[src/rtl/SAVE_params.sv]
// rtl/SAVE_params.sv - shared geometry, width and state constants for the correlation engine
package SAVE_params;
    localparam int H_RES   = 640;
    localparam int V_RES   = 480;
    localparam int T_W     = 16;
    localparam int T_H     = 16;
    localparam int PIX_W   = 8;
    localparam int COORD_W = 13;
    localparam int FADDR_W = 20;
    localparam int TADDR_W = 8;
    localparam int ACC_W   = 32;

    localparam logic [1:0] ST_IDLE  = 2'd0;
    localparam logic [1:0] ST_RUN   = 2'd1;
    localparam logic [1:0] ST_DRAIN = 2'd2;
    localparam logic [1:0] ST_DONE  = 2'd3;
endpackage

[src/rtl/corr_addr_gen.sv]
// rtl/corr_addr_gen.sv - window scan counters, frame/template address math and edge detection
module corr_addr_gen
    import SAVE_params::*;
(
    input  logic               iCLK,
    input  logic               iRST,
    input  logic               iLoad,
    input  logic               iStep,
    input  logic [COORD_W-1:0] iX,
    input  logic [COORD_W-1:0] iY,
    output logic [FADDR_W-1:0] oFrameAddr,
    output logic [TADDR_W-1:0] oTmplAddr,
    output logic               oOutside,
    output logic               oLast
);
    localparam int CW = COORD_W + 1;
    localparam logic [TADDR_W-1:0] TX_LAST = TADDR_W'(T_W - 1);
    localparam logic [TADDR_W-1:0] TY_LAST = TADDR_W'(T_H - 1);

    logic [COORD_W-1:0] xOrg;
    logic [COORD_W-1:0] yOrg;
    logic [TADDR_W-1:0] tx;
    logic [TADDR_W-1:0] ty;
    logic [CW-1:0]      col;
    logic [CW-1:0]      row;

    always_ff @(posedge iCLK or posedge iRST) begin
        if (iRST) begin
            xOrg <= '0;
            yOrg <= '0;
            tx   <= '0;
            ty   <= '0;
        end else if (iLoad) begin
            xOrg <= iX;
            yOrg <= iY;
            tx   <= '0;
            ty   <= '0;
        end else if (iStep) begin
            if (tx == TX_LAST) begin
                tx <= '0;
                ty <= ty + 1'b1;
            end else begin
                tx <= tx + 1'b1;
            end
        end
    end

    // One extra bit on row/col so the edge compare sees origins near the 13-bit limit correctly
    assign col        = {1'b0, xOrg} + CW'(tx);
    assign row        = {1'b0, yOrg} + CW'(ty);
    assign oFrameAddr = FADDR_W'(row) * FADDR_W'(H_RES) + FADDR_W'(col);
    assign oTmplAddr  = ty * TADDR_W'(T_W) + tx;
    assign oOutside   = (col >= CW'(H_RES)) || (row >= CW'(V_RES));
    assign oLast      = (tx == TX_LAST) && (ty == TY_LAST);
endmodule

[src/rtl/corr_window_engine.sv]
// rtl/corr_window_engine.sv - template-vs-frame window correlation: FSM and multiply-accumulate
module corr_window_engine
    import SAVE_params::*;
(
    input  logic               iCLK,
    input  logic               iRST,
    input  logic               iFrameDone,
    input  logic               iStart,
    input  logic [COORD_W-1:0] iX,
    input  logic [COORD_W-1:0] iY,
    output logic [FADDR_W-1:0] oFrameAddr,
    output logic [TADDR_W-1:0] oTmplAddr,
    input  logic [PIX_W-1:0]   iFramePix,
    input  logic [PIX_W-1:0]   iTmplPix,
    output logic               oBusy,
    output logic               oCorrFinished,
    output logic [ACC_W-1:0]   oCurrentCorr
);
    logic [1:0]           state;
    logic [ACC_W-1:0]     acc;
    logic                 pairValid;
    logic                 startOk;
    logic                 outside;
    logic                 lastIdx;
    logic [2*PIX_W-1:0]   prod;
    logic [ACC_W-1:0]     addend;

    assign startOk = (state == ST_IDLE) && iStart && iFrameDone;

    corr_addr_gen uAddrGen (
        .iCLK       (iCLK),
        .iRST       (iRST),
        .iLoad      (startOk),
        .iStep      (state == ST_RUN),
        .iX         (iX),
        .iY         (iY),
        .oFrameAddr (oFrameAddr),
        .oTmplAddr  (oTmplAddr),
        .oOutside   (outside),
        .oLast      (lastIdx)
    );

    // Read data arrives one cycle after its address, so the in-window flag is delayed to match
    assign prod   = iFramePix * iTmplPix;
    assign addend = pairValid ? ACC_W'(prod) : '0;
    assign oBusy  = (state != ST_IDLE);

    always_ff @(posedge iCLK or posedge iRST) begin
        if (iRST) begin
            state         <= ST_IDLE;
            acc           <= '0;
            pairValid     <= 1'b0;
            oCorrFinished <= 1'b0;
            oCurrentCorr  <= '0;
        end else begin
            oCorrFinished <= 1'b0;
            pairValid     <= (state == ST_RUN) && !outside;
            case (state)
                ST_IDLE: begin
                    if (startOk) begin
                        acc   <= '0;
                        state <= ST_RUN;
                    end
                end
                ST_RUN: begin
                    acc <= acc + addend;
                    if (!iFrameDone) begin
                        state <= ST_IDLE;
                    end else if (lastIdx) begin
                        state <= ST_DRAIN;
                    end
                end
                ST_DRAIN: begin
                    if (!iFrameDone) begin
                        state <= ST_IDLE;
                    end else begin
                        oCurrentCorr  <= acc + addend;
                        oCorrFinished <= 1'b1;
                        state         <= ST_DONE;
                    end
                end
                default: state <= ST_IDLE;
            endcase
        end
    end
endmodule

[config.mk]
export PLATFORM = sky130hd
export DESIGN_NAME = corr_window_engine
export DESIGN_NICKNAME = d
export VERILOG_FILES = /design/src/rtl/SAVE_params.sv /design/src/rtl/corr_addr_gen.sv /design/src/rtl/corr_window_engine.sv
export SDC_FILE = /design/constraint.sdc
export NUM_CORES = 1
export LEC_CHECK = 0
export CAP_MARGIN = 20
export CORE_UTILIZATION = 40
export CTS_CLUSTER_DIAMETER = 50
export DETAILED_ROUTE_END_ITERATION = 6
export SLEW_MARGIN = 20
export SYNTH_ARGS = -nofsm -noshare
export SYNTH_HDL_FRONTEND = slang
export SYNTH_SLANG_ARGS = --single-unit
[constraint.sdc]
create_clock -name iCLK -period 5.1 [get_ports iCLK]
set_input_delay 1.53 -clock iCLK [delete_from_list [all_inputs] [get_ports iCLK]]
set_output_delay 1.53 -clock iCLK [all_outputs]
set_load 0.05 [all_outputs]
==> flow_summary.toml <==
[final_layout]
fill_cells = 2098
final_util = 0.6092
diodes = 0
syn_to_final_growth_pct = 47.80
drive_gt1_frac = 0.3211
final_cells = 1739
nNetsFinal = 1602
design_area_mm2 = 0.01447

[floorplanning]
io_pins = 108
core_area_mm2 = 0.02375
die_x_um = 158.5
chipHeight_um = 158.5
initial_core_util = 0.4122
die_area_mm2 = 0.02511
fp-row-count = 56

[clocking]
clkLatencyLatePin_ns = 0.37
cts.sinks = 110
cts_tree = "built"
cts-root-buf = "clkbuf_16"
htreeDepth = 3
clk_pin_slew_worst_paths_ns = 0.08
cts_made_buffers = 9
cts_buffer_depth = 2

[route]
drtPass1Iterations = 4
detail_route.wl_per_cell_um = 14.86
vias_per_cell = 5.070
route.detailed.drc = 0
vias = 8817
drt-initial-drc-count = 330
ant_nets = 0
drt_wl_total_mm = 25.85

[yosys]
ys_types = 76
yosysWarnings = 0
ys_top_cells_by_area = "dfrtp_1, ha_1, fa_1, nand2_1, and2_1"
synthTopCellsByCount = "nand2_1, dfrtp_1, ha_1, o21ai_0, inv_1"
yosys.area.top_type_share = 0.2812
syn_nets = 1306
seq_area_frac_synth = 0.2812
synth_top_cell_by_area = "dfrtp_1"
synth_edf_count = 0
synth-main-ff-cell = "dfrtp_1"
syn_area_per_cell_um2 = 8.749
ys_ff_latch = 110
syn_area_mm2 = 0.009791
synth-async-reset-ratio = 1.000
syn_inst = 1119
yosysMostFrequentCell = "nand2_1"

[global_routing]
grt_use_total = 0.2164
grt-ovfl-total = 0
grt_max_degree = 55
antenna_found_initial = 0
grt_pass1_wl_mm = 43.32
first_global_vias = 8864

[power_and_ir_drop]
pwr-share-seq = 0.194
p_clk_frac = 0.138
p_leak_nw = 6.725
ir_drop_uv = 478.1
p_sw_frac = 0.4088
cellPowerDensity_mw_per_mm2 = 348.6
internal_power_mw = 2.982
power_frac_comb = 0.668
netSwitchingPower_mw = 2.062

[worst_setup_path]
critical_path.max_stage_delay_ns = 0.51
critical_path_required_ns = 5.32
rr_endpoint = "acc[22]"
r2r_start = "pairValid"
crit_path_end_kind = "flip-flop"
r2r_slack_ns = 1.93
crit_type = "in -> reg"
reg2regPathDepth = 12
path_max_fanout = 4
startpoint_type = "primary input"
crit_arrival_ns = 6.88
slowest_stage = "fa_1"

[hold_path]
hold-path-endpoint = "oCurrentCorr[7]"
hold_path_depth = 2
hold_path_class = "reg -> reg"
min_from = "oCurrentCorr[7]"

[timing]
hold_violations = 0
fin_crit_sh = 1.306
clock_skew_ns = 0.01771
setup_viol = 59
slew_viol_final = 0
finalWorstPathRequiredPeriod_ns = 6.663
slew_headroom = 0.5040
tightest_slew_ns = 0.7440
rsz0062_at_grt = "true"
max_clock_freq_mhz = 150.1
timing.final.ws_setup_ns = -1.563

[placed_design]
numPortBuffers = 107
placed_cell_area_mm2 = 0.01311
place_hpwl_mm = 19.09
dp_cells = 1689
post-place-ws_ns = -2.404
place.gp.congestion = 0.8525

[outcome]
violations = "setup timing"
status = "finished with violations"

[job]
max-cap-violations = 0
kinds of logic after synthesis:
family          after synthesis  synth area share
flops                       110            0.2812
xor+xnor                     76           0.06939
simple gates                415            0.2082
compound gates              258            0.1769
buf+inv                     112           0.04473
mux                           7          0.007285
fa+ha+maj                   141            0.2124
power by group through the flow:
| stage | Clock (mW) | Sequential (mW) | Combinational (mW) |
|---|---|---|---|
| after floorplan | 0 | 0.981 | 1.86 |
| after global placement | 0 | 0.992 | 2.96 |
| after detailed placement | 0 | 0.992 | 2.98 |
| after CTS | 0.717 | 0.977 | 3.21 |
| after global routing | 0.749 | 0.986 | 3.63 |
| final | 0.697 | 0.979 | 3.37 |
routing by layer:
metal | global-route usage | routed length, µm
met5 | 0 | 0
met4 | 0.03938 | 235
met3 | 0.02368 | 696
met2 | 0.3609 | 12170
met1 | 0.3040 | 12740
through the flow:
step           total power [mW]  TNS, ns  hold slack [ns]
5_1_grt                   5.364   -80.10           0.5103
2_1_floorplan             2.838   -58.00           0.4497
3_5_place_dp              3.970  -111.88           0.4707
3_3_place_gp              3.954  -110.07           0.4648
4_1_cts                   4.906   -71.21           0.4863
6_report                  5.044   -69.55           0.4805
cell type report:
type | instances | area [µm²] | area share
Tap cell | 319 | 399.1 | 0.02758
Timing Repair Buffer | 321 | 2883 | 0.1992
Inverter | 76 | 287.8 | 0.01989
Sequential cell | 110 | 2755 | 0.1904
Clock inverter | 6 | 53.80 | 0.003718
Clock buffer | 10 | 229.0 | 0.01582
Multi-Input combinational cell | 897 | 7863 | 0.5434
worst max-delay path: cells and delay by family:
family	cells	cell delay [ns]
AOI/OAI and AO/OA	7	1.54
xor gates and xnor gates	2	0.32
adders and majority gates	6	2.30
buffers and inverters	7	0.74
and+or+nand+nor	3	0.47
worst max path at each step:
| stage | from | to | slack, ns | depth (start not counted) |
|---|---|---|---|---|
| detailed placement | iTmplPix[5] | acc[31] | -2.40 | 21 |
| CTS | iFramePix[2] | acc[31] | -1.66 | 24 |
| floorplan | iTmplPix[2] | acc[31] | -1.55 | 21 |
| global route | iTmplPix[4] | oCurrentCorr[19] | -1.75 | 25 |
| finish | iTmplPix[4] | oCurrentCorr[19] | -1.56 | 25 |
| global placement | iFramePix[3] | acc[31] | -2.34 | 21 |
cell usage in the layout (no fill, tap or decap), types with 26 or more instances in the layout:
| master | count |
|---|---|
| fa_1 | 33 |
| inv_1 | 62 |
| nand3_1 | 31 |
| o21ai_1 | 41 |
| buf_6 | 29 |
| dfrtp_1 | 108 |
| buf_4 | 188 |
| nor2_1 | 52 |
| xnor2_1 | 26 |
| and2_1 | 57 |
| nand2_1 | 155 |
| clkdlybuf4s50_1 | 79 |
| o21ai_0 | 42 |
| ha_1 | 71 |
| xor2_1 | 26 |
sequential cells by signal (all words and copies together) (netlist names):
register,cells
uAddrGen.ty,8
uAddrGen.tx,8
acc,32
oCurrentCorr,32
uAddrGen.xOrg,13
uAddrGen.yOrg,13
pairValid,1
state,2
oCorrFinished,1
timing repair:
action / 4_1_cts / 5_1_grt
buffers inserted: 23 / 22
setup endpoints to repair: 66 / 64
pin swaps: 85 / 84
hold endpoints to repair: 0 / 0
hold buffers: 0 / 0
resized for setup: 173 / 81
No activity file was read; power rests on OpenSTA's default activity.
